### config.mk
export PLATFORM = sky130hd
export DESIGN_NAME = div_unit_flat
export DESIGN_NICKNAME = d
export VERILOG_FILES = /design/src/rtl/alu_pkg.sv /design/src/rtl/div_unit_if.sv /design/src/rtl/div_step.sv /design/src/rtl/div_unit.sv /design/src/flat_wrapper.sv
export SDC_FILE = /design/constraint.sdc
export NUM_CORES = 1
export LEC_CHECK = 0
export CAP_MARGIN = 30
export CORE_UTILIZATION = 35
export CTS_CLUSTER_DIAMETER = 120
export DETAILED_ROUTE_END_ITERATION = 16
export PLACE_DENSITY = 0.55
export SYNTH_ARGS = -nofsm -noshare
export SYNTH_HDL_FRONTEND = slang
export SYNTH_SLANG_ARGS = --single-unit
### constraint.sdc
create_clock -name clk -period 7.1 [get_ports clk]
set_input_delay 1.42 -clock clk [delete_from_list [all_inputs] [get_ports clk]]
set_output_delay 1.42 -clock clk [all_outputs]
set_load 0.02 [all_outputs]
### src/rtl/alu_pkg.sv
// rtl/alu_pkg.sv - shared ALU select codes and divider FSM states
package alu_pkg;

  localparam logic [4:0] ALU_DIV  = 5'b01110;
  localparam logic [4:0] ALU_DIVU = 5'b01111;
  localparam logic [4:0] ALU_REM  = 5'b10000;
  localparam logic [4:0] ALU_REMU = 5'b10001;

  typedef enum logic [1:0] {
    DIV_IDLE = 2'd0,
    DIV_CALC = 2'd1,
    DIV_DONE = 2'd2
  } div_state_e;

  function automatic logic is_div_op(input logic [4:0] sel);
    return (sel == ALU_DIV) || (sel == ALU_DIVU) || (sel == ALU_REM) || (sel == ALU_REMU);
  endfunction

endpackage

### src/rtl/div_unit_if.sv
// rtl/div_unit_if.sv - request/response bundle between the execute stage and the divider
interface div_unit_if #(
  parameter int DATA_WIDTH = 32
);
  logic                  start;
  logic [4:0]            div_sel;
  logic [DATA_WIDTH-1:0] op1;
  logic [DATA_WIDTH-1:0] op2;
  logic                  flush;
  logic                  busy;
  logic                  done;
  logic [DATA_WIDTH-1:0] result;

  modport master (
    output start, div_sel, op1, op2, flush,
    input  busy, done, result
  );

  modport slave (
    input  start, div_sel, op1, op2, flush,
    output busy, done, result
  );
endinterface

### src/rtl/div_step.sv
// rtl/div_step.sv - one restoring-division iteration (shift in next dividend bit, trial subtract)
module div_step #(
  parameter int W = 32
) (
  input  logic [W-1:0] rem_i,
  input  logic [W-1:0] quo_i,
  input  logic [W-1:0] dvs_i,
  output logic [W-1:0] rem_o,
  output logic [W-1:0] quo_o
);
  logic [W:0] rem_ext;
  logic [W:0] diff;
  logic       fits;

  // rem_i < divisor, so the shifted value fits W+1 bits and diff[W] is the borrow
  assign rem_ext = {rem_i, quo_i[W-1]};
  assign diff    = rem_ext - {1'b0, dvs_i};
  assign fits    = ~diff[W];
  assign rem_o   = fits ? diff[W-1:0] : rem_ext[W-1:0];
  assign quo_o   = {quo_i[W-2:0], fits};
endmodule

### src/rtl/div_unit.sv
// rtl/div_unit.sv - iterative signed/unsigned divider, one quotient bit per cycle
module div_unit
  import alu_pkg::*;
#(
  parameter int DATA_WIDTH = 32
) (
  input  logic       clk,
  input  logic       rst_n,
  div_unit_if.slave  bus
);
  localparam int W  = DATA_WIDTH;
  localparam int CW = $clog2(W) + 1;
  localparam logic [W-1:0]  MIN_NEG  = {1'b1, {(W-1){1'b0}}};
  localparam logic [CW-1:0] LAST_CNT = CW'(W - 1);

  div_state_e    state_q, state_d;
  logic [W-1:0]  rem_q, rem_d, quo_q, quo_d, dvs_q, dvs_d, result_q, result_d;
  logic [CW-1:0] cnt_q, cnt_d;
  logic          is_rem_q, is_rem_d, neg_quo_q, neg_quo_d, neg_rem_q, neg_rem_d;
  logic [W-1:0]  step_rem, step_quo;

  logic accept, in_signed, in_rem, a_neg, b_neg;

  div_step #(.W(W)) u_step (
    .rem_i (rem_q),
    .quo_i (quo_q),
    .dvs_i (dvs_q),
    .rem_o (step_rem),
    .quo_o (step_quo)
  );

  assign in_signed = (bus.div_sel == ALU_DIV) || (bus.div_sel == ALU_REM);
  assign in_rem    = (bus.div_sel == ALU_REM) || (bus.div_sel == ALU_REMU);
  assign a_neg     = in_signed && bus.op1[W-1];
  assign b_neg     = in_signed && bus.op2[W-1];
  assign accept    = ((state_q == DIV_IDLE) || (state_q == DIV_DONE)) &&
                     bus.start && !bus.flush && is_div_op(bus.div_sel);

  always_comb begin
    state_d   = state_q;
    rem_d     = rem_q;
    quo_d     = quo_q;
    dvs_d     = dvs_q;
    cnt_d     = cnt_q;
    result_d  = result_q;
    is_rem_d  = is_rem_q;
    neg_quo_d = neg_quo_q;
    neg_rem_d = neg_rem_q;

    case (state_q)
      DIV_CALC: begin
        rem_d = step_rem;
        quo_d = step_quo;
        cnt_d = cnt_q + CW'(1);
        if (cnt_q == LAST_CNT) begin
          state_d = DIV_DONE;
          if (is_rem_q) result_d = neg_rem_q ? -step_rem : step_rem;
          else          result_d = neg_quo_q ? -step_quo : step_quo;
        end
      end
      DIV_DONE: state_d = DIV_IDLE;
      default:  state_d = DIV_IDLE;
    endcase

    if (accept) begin
      is_rem_d = in_rem;
      if (bus.op2 == '0) begin
        state_d  = DIV_DONE;
        result_d = in_rem ? bus.op1 : '1;
      end else if (in_signed && (bus.op1 == MIN_NEG) && (bus.op2 == '1)) begin
        state_d  = DIV_DONE;
        result_d = in_rem ? '0 : MIN_NEG;
      end else begin
        state_d   = DIV_CALC;
        rem_d     = '0;
        quo_d     = a_neg ? -bus.op1 : bus.op1;
        dvs_d     = b_neg ? -bus.op2 : bus.op2;
        cnt_d     = '0;
        neg_quo_d = a_neg ^ b_neg;
        neg_rem_d = a_neg;
      end
    end

    // flush beats everything, including a result landing on the same edge
    if (bus.flush) begin
      state_d  = DIV_IDLE;
      result_d = result_q;
    end
  end

  always_ff @(posedge clk or negedge rst_n) begin
    if (!rst_n) begin
      state_q   <= DIV_IDLE;
      rem_q     <= '0;
      quo_q     <= '0;
      dvs_q     <= '0;
      cnt_q     <= '0;
      result_q  <= '0;
      is_rem_q  <= 1'b0;
      neg_quo_q <= 1'b0;
      neg_rem_q <= 1'b0;
    end else begin
      state_q   <= state_d;
      rem_q     <= rem_d;
      quo_q     <= quo_d;
      dvs_q     <= dvs_d;
      cnt_q     <= cnt_d;
      result_q  <= result_d;
      is_rem_q  <= is_rem_d;
      neg_quo_q <= neg_quo_d;
      neg_rem_q <= neg_rem_d;
    end
  end

  assign bus.busy   = (state_q == DIV_CALC);
  assign bus.done   = (state_q == DIV_DONE);
  assign bus.result = result_q;
endmodule

### src/flat_wrapper.sv
// flat-port wrapper written by rule: the top's interface ports become plain ports
module div_unit_flat import alu_pkg::*;
#(
  parameter int DATA_WIDTH = 32
)
  (clk, rst_n, bus_start, bus_div_sel, bus_op1, bus_op2, bus_flush, bus_busy, bus_done, bus_result);
  div_unit_if #(.DATA_WIDTH(DATA_WIDTH)) bus_i ();
  input  logic clk;
  input  logic rst_n;
  input wire logic [$bits(bus_i.start)-1:0] bus_start;
  input wire logic [$bits(bus_i.div_sel)-1:0] bus_div_sel;
  input wire logic [$bits(bus_i.op1)-1:0] bus_op1;
  input wire logic [$bits(bus_i.op2)-1:0] bus_op2;
  input wire logic [$bits(bus_i.flush)-1:0] bus_flush;
  output wire logic [$bits(bus_i.busy)-1:0] bus_busy;
  output wire logic [$bits(bus_i.done)-1:0] bus_done;
  output wire logic [$bits(bus_i.result)-1:0] bus_result;
  assign bus_i.start = bus_start;
  assign bus_i.div_sel = bus_div_sel;
  assign bus_i.op1 = bus_op1;
  assign bus_i.op2 = bus_op2;
  assign bus_i.flush = bus_flush;
  assign bus_busy = bus_i.busy;
  assign bus_done = bus_i.done;
  assign bus_result = bus_i.result;
  div_unit #(.DATA_WIDTH(DATA_WIDTH)) u_core (.clk(clk), .rst_n(rst_n), .bus(bus_i));
endmodule
## Word level (Yosys, flattened, before mapping)

Index checks and enable logic that the tools add are counted.

| word-level totals | value |
|---|---|
| register bits | 139 |
| bits of input ports | 73 |
| output and inout bits | 34 |
| word-level logic and storage cells | 77 |

| operators by class | value |
|---|---|
| $add $sub $neg | 6 |
| equality and inequality tests | 10 |
| multiplexer cells | 31 |
| bitwise logic cells | 4 |
| reduce and logical (&&, ||, !) cells | 17 |

Operators with widths:

| kind | count |
|---|---|
| $mux 32 | 21 |
| $neg 32->32 | 4 |
| $eq 32x32->1 const B | 2 |
| $sub 33x32->33 | 1 |
| $logic_not 32->1 | 1 |
| $mux 6 | 4 |
| $mux 2 | 6 |
| $eq 5x4->1 const B | 2 |
| $eq 5x5->1 const B | 2 |
| $logic_and 1x1->1 | 7 |
| $add 6x1->6 const B | 1 |
| $eq 6x5->1 const B | 1 |
| $logic_or 1x1->1 | 6 |
| $ne 4x2->1 const B | 1 |
| $not 1->1 | 3 |
| $reduce_and 3->1 | 1 |
| $eq 2x1->1 const B | 1 |
| $eq 2x2->1 const B | 1 |
| $logic_not 2->1 | 1 |
| $logic_not 1->1 | 1 |
| $xor 1x1->1 | 1 |

## Logic depth before layout (Yosys ltp)

Gate-level depths: netlist of run 1.

| depth | value |
|---|---|
| depth in word-level cells | 10 |
| gate-level depth with buffers | 22 |
| mapped depth without buffers | 19 |

## Cells and area by module

From an unflattened synthesis of run 1, not the netlist that was laid out.

| second synthesis, totals | value |
|---|---|
| cells, all modules | 1461 |
| area total of the unflattened synthesis | 11536.1 µm² |

By module, submodules not included:

| module | times used | cells each | area an instance (µm²) | seq. area each (µm²) |
|---|---|---|---|---|
| div_unit | 1 | 1120 | 8978.6 | 3478.3 |
| div_step | 1 | 341 | 2557.5 | 0.0 |

## Worst setup path after synthesis of run 1

OpenSTA, ideal clock, no wires.

| path | value |
|---|---|
| path type | reg-to-reg |
| start | reg u_core.rem_q[10] |
| end | reg u_core.result_q[30] (netlist: u_core.bus.result[30]) |
| library setup time | 0.124 ns |
| arrival time | 4.837 ns |
| data required time | 6.976 ns |
| path slack | 2.139 ns |
| cell stages (with the launch flop) | 22 |
| path buffers | 4 |
| period minus slack after synthesis | 4.961 ns |
| path through | dfrtp_1 > ha_1 > clkbuf_1 > a21oi_1 > o211ai_1 > a31o_2 > o21ai_0 > a211oi_2 > inv_1 > buf_2 > clkbuf_1 > buf_1 > ha_1 > nand3_1 > or3_4 > or4_4 > o21ai_2 > xnor2_1 > o311ai_2 > nor4_1 > and3b_1 > a211o_1 |

| on the way | value |
|---|---|
| cells in the longest elaborated chain, start to end | 10 |
| elaborated cells on any way between the ends | 13 |
| classes of those cells | 3 x add/sub; 9 x mux; 1 x bitwise |

Ends and longest elaborated chain:

| element | RTL line | RTL |
|---|---|---|
| from (decl) | div_unit.sv:17 | `logic [W-1:0] rem_q, rem_d, quo_q, quo_d, dvs_q, dvs_d, result_q, result_d;` |
| from (signal assigned) | div_unit.sv:104 | `rem_q <= rem_d;` |
| $sub 33x32->33 | div_step.sv:17 | `assign diff = rem_ext - {1'b0, dvs_i};` |
| $mux 32 / $not 1->1 (equally long branches) | div_step.sv:19, div_step.sv:18 |  |
| $neg 32->32 (on tied branches) | div_unit.sv:57, div_unit.sv:58 |  |
| $mux 32 (on tied branches) | div_unit.sv:57, div_unit.sv:58 |  |
| $mux 32 (*) | div_unit.sv:57 | `if (is_rem_q) result_d = neg_rem_q ? -step_rem : step_rem;` |
| $mux 32 (*) | div_unit.sv:55 | `if (cnt_q == LAST_CNT) begin` |
| $mux 32 (*) | div_unit.sv:50 | `case (state_q)` |
| $mux 32 | div_unit.sv:70 | `end else if (in_signed && (bus.op1 == MIN_NEG) && (bus.op2 == '1)) begin` |
| $mux 32 | div_unit.sv:67 | `if (bus.op2 == '0) begin` |
| $mux 32 (*) | div_unit.sv:65 | `if (accept) begin` |
| to (signal assigned) | div_unit.sv:108 | `result_q <= result_d;` |
| to (decl) | div_unit.sv:17 |  |

Mark *: on every way between the ends. The rest lies on a longest branch, timed or not.
A chain may end at the register's enable or synchronous reset.

## Worst setup path after layout of run 1

| path | value |
|---|---|
| start | reg u_core.quo_q[31] |
| end | reg u_core.result_q[30] (netlist: u_core.bus.result[30]) |

| on the way | value |
|---|---|
| cells in the longest elaborated chain, start to end | 10 |
| elaborated cells on any way between the ends | 13 |
| classes of those cells | 3 x add/sub; 9 x mux; 1 x bitwise |

Ends and longest elaborated chain:

| element | RTL line | RTL |
|---|---|---|
| from (decl) | div_unit.sv:17 |  |
| from (signal assigned) | div_unit.sv:105 | `quo_q <= quo_d;` |
| $sub 33x32->33 | div_step.sv:17 |  |
| $mux 32 / $not 1->1 (equally long branches) | div_step.sv:19, div_step.sv:18 |  |
| $neg 32->32 (on tied branches) | div_unit.sv:57, div_unit.sv:58 |  |
| $mux 32 (on tied branches) | div_unit.sv:57, div_unit.sv:58 |  |
| $mux 32 (*) | div_unit.sv:57 |  |
| $mux 32 (*) | div_unit.sv:55 |  |
| $mux 32 (*) | div_unit.sv:50 |  |
| $mux 32 | div_unit.sv:70 |  |
| $mux 32 | div_unit.sv:67 |  |
| $mux 32 (*) | div_unit.sv:65 |  |

Marked as above.

==> results of run 1 <==
## power by group
part | internal, mW | switching (mW)
Sequential | 1.06 | 0.358
Combinational | 1.44 | 2.38
Clock | 0.602 | 0.393
Total | 3.11 | 3.13
## registers in the layout, summed over array words and instances (netlist names)
register / count
u_core.bus.result: 32
u_core.dvs_q: 32
u_core.quo_q: 32
u_core.rem_q: 32
u_core.cnt_q: 6
u_core.state_q: 2
u_core.is_rem_q: 1
u_core.neg_quo_q: 1
u_core.neg_rem_q: 1
## synth_stat cells, types with 21 or more instances
cell type,n,area (µm²)
nand4_1,21,131.4
nor2_1,155,581.8
inv_1,53,198.9
o31ai_1,23,172.7
o21ai_0,159,795.8
ha_1,37,462.9
nor4_1,22,137.6
a21oi_1,124,620.6
mux2i_1,44,440.4
nor3_1,34,170.2
xnor2_1,66,578.1
xor2_1,68,595.6
nand3_1,28,140.1
dfrtp_1,139,3478
clkbuf_1,72,270.3
a211oi_1,31,232.7
nand2_1,157,589.3
## critical path: stages (launching register included)
cell      delay (ps)
dfrtp_1          450
inv_1            110
ha_1             210
fa_1             230
nor2b_1           80
o311ai_1         610
a21boi_0         310
o21ai_0          600
a211oi_4         190
inv_1            150
ha_1             250
nand3_1          180
or3_4            420
or4_4            460
o21ai_2          170
xnor2_1          120
o311ai_2         250
nor4_1            90
and3b_1          190
a211o_1          230
## cell families after synthesis
logic type               Yosys count
AO/OA/AOI/OAI                    483
XOR/XNOR                         134
adder cells (fa/ha/maj)           38
buffers and inverters            144
flip-flops                       139
multiplexers                      47
AND/OR/NAND/NOR                  531
## metal layers
layer	up-vias	GRT usage [%]	part of all wire, %
li1	5623	-	-
met1	5491	31.93	47
met2	263	38.22	47
met3	35	2.969	4.0
met4	0	6.380	1.8
met5	-	0	0
## worst max path at each step
stage               slack (ps)                     to              from  cells past startpoint
detailed placement        1340  u_core.bus.result[27]       bus_op2[16]                     12
finish                    1660  u_core.bus.result[30]  u_core.quo_q[31]                     19
floorplan                 2140  u_core.bus.result[30]  u_core.rem_q[10]                     21
CTS                       1720  u_core.bus.result[30]  u_core.quo_q[31]                     19
global placement          1400  u_core.bus.result[27]       bus_op2[16]                     12
global route              1380  u_core.bus.result[30]  u_core.quo_q[31]                     19
## placed cells by master, fill, tap and decap left out, types with 8 or more instances in the layout
cell type and instances:
a211oi_1 31, a21o_1 15, a21oi_1 124, a31oi_1 19, and2_1 16, and3_1 8, buf_4 14, clkbuf_16 17
clkdlybuf4s50_1 105, dfrtp_1 139, ha_1 37, inv_1 53, mux2i_1 44, nand2_1 157, nand2b_1 15, nand3_1 28
nand4_1 21, nor2_1 155, nor3_1 34, nor4_1 22, o211ai_1 15, o21a_1 9, o21ai_0 159, o31ai_1 23
o41ai_1 12, or3_1 15, or4_1 14, xnor2_1 66, xor2_1 68
## final cells by class
class / instances / share of cell area (%)
multi-input combinational: 1233 / 55.92
sequential: 139 / 25.17
timing repair buffer: 123 / 8.880
tap: 442 / 4.001
clock buffer: 20 / 3.232
inverter: 54 / 1.466
clock inverter: 12 / 1.340
==> impl_metrics.env, run 1 <==
export IMPL_boundaryPins=107
export IMPL_crit_fanout=6
export IMPL_finalPower_mw=6.239
export IMPL_outcome="completed"
export IMPL_grt_pass1_vias=10930
export IMPL_wirelength_um=38870
export IMPL_fp_dieH_um=185.2
export IMPL_core_area_um2=32780
export IMPL_worst_pin_slew_ps=992.3
export IMPL_yosysWarnings=0
export IMPL_worstSetupEndpointType="flop"
export IMPL_syn_area_per_cell_um2=7.752
export IMPL_cap_violations=0
export IMPL_place_congestion=0.8775
export IMPL_cts_tree="built"
export IMPL_synthMuxAreaShare_pct=4.035
export IMPL_regArea_um2=3478
export IMPL_post_dp_cell_area_um2=13160
export IMPL_setup_tns_ps=0
export IMPL_die_width_um=185.2
export IMPL_yosysSeqAreaShare_pct=29.60
export IMPL_design_area_um2=13820
export IMPL_hold_violations=0
export IMPL_final_nets=1679
export IMPL_fmax_mhz=183.8
export IMPL_cts_made_buffers=17
export IMPL_drt_pre_antenna_iters=5
export IMPL_vias=11410
export IMPL_drtIter0Drc=970
export IMPL_gr_total_overflow=0
export IMPL_holdPathEnd="u_core.bus.result[4]"
export IMPL_grt_first_pass_wirelength_um=62140
export IMPL_synth_fa_ha_area_share_pct=4.109
export IMPL_cts_setup_buffers=0
export IMPL_timing_rr_end="u_core.bus.result[30]"
export IMPL_num_fill_cells=3364
export IMPL_cts_root_buf="clkbuf_16"
export IMPL_period_share_pct=76.64
export IMPL_gr_usage_all_layers_pct=23.30
export IMPL_h_tree_depth=4
export IMPL_synth_cell_area_um2=11750
export IMPL_clock_latency_ps=440
export IMPL_port_buffers=106
export IMPL_syn_num_nets=1627
export IMPL_critPathRequiredTime_ps=7410
export IMPL_setup_ws_ps=1658
export IMPL_fin_crit_ps=5442
export IMPL_hold_depth=2
export IMPL_hp_start="u_core.bus.result[4]"
export IMPL_skew_ps=13.43
export IMPL_r2r_slack_ps=1660
export IMPL_placed_cells=1990
export IMPL_hold_class="reg -> reg"
export IMPL_postCtsResizedCells=0
export IMPL_r2r_start="u_core.quo_q[31]"
export IMPL_synth_main_ff_cell="dfrtp_1"
export IMPL_initial_utilization_pct=35.85
export IMPL_worstSetupStartpointType="flop"
export IMPL_synth_top_family_by_area="compound AO/OA/AOI/OAI gates"
export IMPL_cts_buffer_depth=2
export IMPL_routed_via_density=5.641
export IMPL_rr_worst_depth=19
export IMPL_syn2layout_area_growth_pct=17.61
export IMPL_rsz0062_at_grt="no"
export IMPL_synth_compound_area_share_pct=25.60
export IMPL_wire_per_inst_um=19.21
export IMPL_clkSinkCount=139
export IMPL_leakagePower_nw=5.499
export IMPL_synth_edf_count=0
export IMPL_synthXorXnorAreaFrac_pct=9.986
export IMPL_dieArea_um2=34320
export IMPL_slew_headroom_pct=33.85
export IMPL_post_place_ws_ps=1341
export IMPL_synth_simple_area_share_pct=21.94
export IMPL_multi_input_area_um2=7729
export IMPL_fin_util_pct=42.16
export IMPL_finalSetupViolCount=0
export IMPL_ys_ff_latch=139
export IMPL_fin_cells=2023
export IMPL_cts_clk_slew_worst_paths_ps=70
export IMPL_grt_max_degree=90
export IMPL_ant_nets=0
export IMPL_worstPathArrival_ps=5750
export IMPL_drive_above_1_share_pct=4.870
export IMPL_rows=66
export IMPL_diodes=0
export IMPL_postCtsHoldBufs=0
export IMPL_ys_types=79
export IMPL_power_density_nw_per_um2=451.4
export IMPL_crit_type="reg -> reg"
export IMPL_dpl_hpwl_um=29070
export IMPL_hold_slack_ps=493.2
export IMPL_async_flop_share_pct=100.0
export IMPL_peakVddDrop_uv=229.7
export IMPL_slew_violations=0
export IMPL_grt_antenna_before_repair=1
export IMPL_drcViolationCount=0
export IMPL_synth_cells=1516
Power figures use the tool's default switching activity.
==> inputs of run 2 (changes only) <==
--- a/config.mk
+++ b/config.mk
@@ -9,7 +9,7 @@
 export CORE_UTILIZATION = 35
 export CTS_CLUSTER_DIAMETER = 120
 export DETAILED_ROUTE_END_ITERATION = 16
-export PLACE_DENSITY = 0.55
+export PLACE_DENSITY = 0.57
 export SYNTH_ARGS = -nofsm -noshare
 export SYNTH_HDL_FRONTEND = slang
 export SYNTH_SLANG_ARGS = --single-unit
==> constraint.sdc (replaced) <==
create_clock -name clk -period 4.9 [get_ports clk]
set_input_delay 0.98 -clock clk [delete_from_list [all_inputs] [get_ports clk]]
set_output_delay 0.98 -clock clk [all_outputs]
set_load 0.02 [all_outputs]
==> run 2 against run 1 <==
Sequential cell count unchanged. Via count rose by 1.9%. Clock skew rose by 2.3 ps. Design area up 0.47%. Clock power increased by 33%. Die area unchanged. Utilization increased by 0.20 points.
==> impl_metrics.env, run 2 (same netlist as run 1, synthesis figures left out) <==
export IMPL_drt_pre_antenna_iters=5
export IMPL_die_width_um=185.2
export IMPL_drive_above_1_share_pct=5.893
export IMPL_vias=11630
export IMPL_final_cell_mix="o21ai_0 (159), nand2_1 (157), nor2_1 (155), dfrtp_1 (139), a21oi_1 (124)"
export IMPL_drcViolationCount=0
export IMPL_worstPathCellList="inv_1 > ha_1 > fa_1 > nor2b_1 > o311ai_2 > a21bo_2 > a21oi_1 > a211oi_4 > inv_1 > ha_1 > nand3_1 > or3_4 > or4_4 > o21ai_2 > xnor2_1 > o311ai_2 > nor4_1 > and3b_1 > a211o_1"
export IMPL_initial_utilization_pct=35.85
export IMPL_design_area_um2=13890
export IMPL_ant_nets=0
export IMPL_multi_input_area_um2=7736
export IMPL_slowest_delay_ps=470
export IMPL_wire_per_inst_um=19.04
export IMPL_syn2layout_area_growth_pct=18.16
export IMPL_skew_ps=15.71
export IMPL_regArea_um2=3478
export IMPL_slew_headroom_pct=45.98
export IMPL_slew_violations=0
export IMPL_critPathRequiredTime_ps=5220
export IMPL_num_fill_cells=3347
export IMPL_h_tree_depth=4
export IMPL_rows=66
export IMPL_slowest_stage="or4_4"
export IMPL_crit_family="simple AND/OR/NAND/NOR gates"
export IMPL_diodes=0
export IMPL_fin_crit_ps=4706
export IMPL_outcome="completed"
export IMPL_postCtsHoldBufs=0
export IMPL_dpl_hpwl_um=29380
export IMPL_crit_fanout=6
export IMPL_grt_first_pass_wirelength_um=61210
export IMPL_boundaryPins=107
export IMPL_setup_tns_ps=0
export IMPL_fmax_mhz=212.5
export IMPL_worstSetupStartpointType="flop"
export IMPL_cts_root_buf="clkbuf_16"
export IMPL_cts_made_buffers=17
export IMPL_period_share_pct=96.05
export IMPL_hold_violations=0
export IMPL_place_congestion=0.9442
export IMPL_grt_max_degree=73
export IMPL_peakVddDrop_uv=423.7
export IMPL_grt_pass1_vias=10800
export IMPL_wirelength_um=38780
export IMPL_final_nets=1693
export IMPL_grt_antenna_before_repair=0
export IMPL_gr_total_overflow=0
export IMPL_leakagePower_nw=5.537
export IMPL_core_area_um2=32780
export IMPL_rsz0062_at_grt="no"
export IMPL_path_buf_inv=2
export IMPL_hold_class="reg -> reg"
export IMPL_dieArea_um2=34320
export IMPL_worstPathArrival_ps=5030
export IMPL_power_density_nw_per_um2=644.1
export IMPL_port_buffers=106
export IMPL_worstSetupEndpointType="flop"
export IMPL_mostFrequentLayoutCell="o21ai_0"
export IMPL_routed_via_density=5.708
export IMPL_cap_violations=0
export IMPL_worst_pin_slew_ps=810.3
export IMPL_cts_tree="built"
export IMPL_clkSinkCount=139
export IMPL_crit_type="reg -> reg"
export IMPL_gr_usage_all_layers_pct=23.04
export IMPL_fp_dieH_um=185.2
export IMPL_cts_clk_slew_worst_paths_ps=70
export IMPL_finalSetupViolCount=0
export IMPL_clock_latency_ps=440
export IMPL_cts_buffer_depth=2
export IMPL_r2r_slack_ps=190
export IMPL_post_dp_cell_area_um2=13280
export IMPL_drtIter0Drc=1076
## run 2: cell count changes in the layout (fill, tap and decap cells not counted), sizes merged
cell	previous run	this run
bufinv	4	0
clkinvlp	1	2
clkbuf	20	17
buf	18	32
inv	57	63
## run 2: layout make-up
class | instances | area share, %
Multi-Input combinational cell | 1233 | 55.71
Sequential cell | 139 | 25.05
Timing Repair Buffer | 137 | 9.505
Tap cell | 442 | 3.982
Clock buffer | 17 | 3.063
Inverter | 54 | 1.460
Clock inverter | 15 | 1.234
## run 2: path summary, 6_finish.rpt
check / startpoint / to / depth (start not counted)
worst max-delay path: u_core.quo_q[31] / u_core.bus.result[30] / 19
min in group asynchronous: rst_n / u_core.rem_q[7] / 1
worst min register to register: u_core.bus.result[0] / u_core.bus.result[0] / 1
worst min-delay path: u_core.bus.result[0] / u_core.bus.result[0] / 1
max in group asynchronous: rst_n / u_core.rem_q[30] / 2
worst max register to register: u_core.quo_q[31] / u_core.bus.result[30] / 19
## run 2: worst reg2reg max path, stage by stage, from the launching register on
cell	delay, ps
dfrtp_1	440
inv_1	90
ha_1	220
fa_1	410
nor2b_1	290
o311ai_2	190
a21bo_2	260
a21oi_1	330
a211oi_4	90
inv_1	120
ha_1	170
nand3_1	130
or3_4	400
or4_4	470
o21ai_2	160
xnor2_1	80
o311ai_2	260
nor4_1	90
and3b_1	190
a211o_1	220
## run 2: metrics by stage
stage | utilization, % | instances | setup WS [ps] | hold slack, ps | power (mW)
finish | 42.36 | 2037 | 193.6 | 489.1 | 8.944
floorplan | - | 1516 | 49.49 | 456.3 | 5.977
global route | 42.36 | 2037 | 31.72 | 509.1 | 9.665
CTS | 42.34 | 2037 | 239.6 | 495.3 | 8.933
global placement | 40.52 | 2005 | 332.5 | 471.9 | 7.550
detailed placement | 40.52 | 2005 | 282.5 | 464.5 | 7.565
## run 2: repair_timing
item,4_1_cts,5_1_grt
setup buffers,0,0
resized for setup,0,1
endpoints found under the setup margin,0,1
## run 2: per-layer routing
metal	global-route usage, %	vias to the layer above	part of all wire, %	wire length, µm
met2	36.87	321	47	18200
met3	2.615	63	4.1	1604
met5	0	-	0	0
li1	-	5641	-	-
met1	31.71	5602	46	17870
met4	8.562	0	2.9	1106
## run 2: where the power goes
group	internal (mW)	switching, mW	total (mW)
sequential	1.53	0.512	2.04
combinational	2.11	3.46	5.57
clock	0.688	0.637	1.32
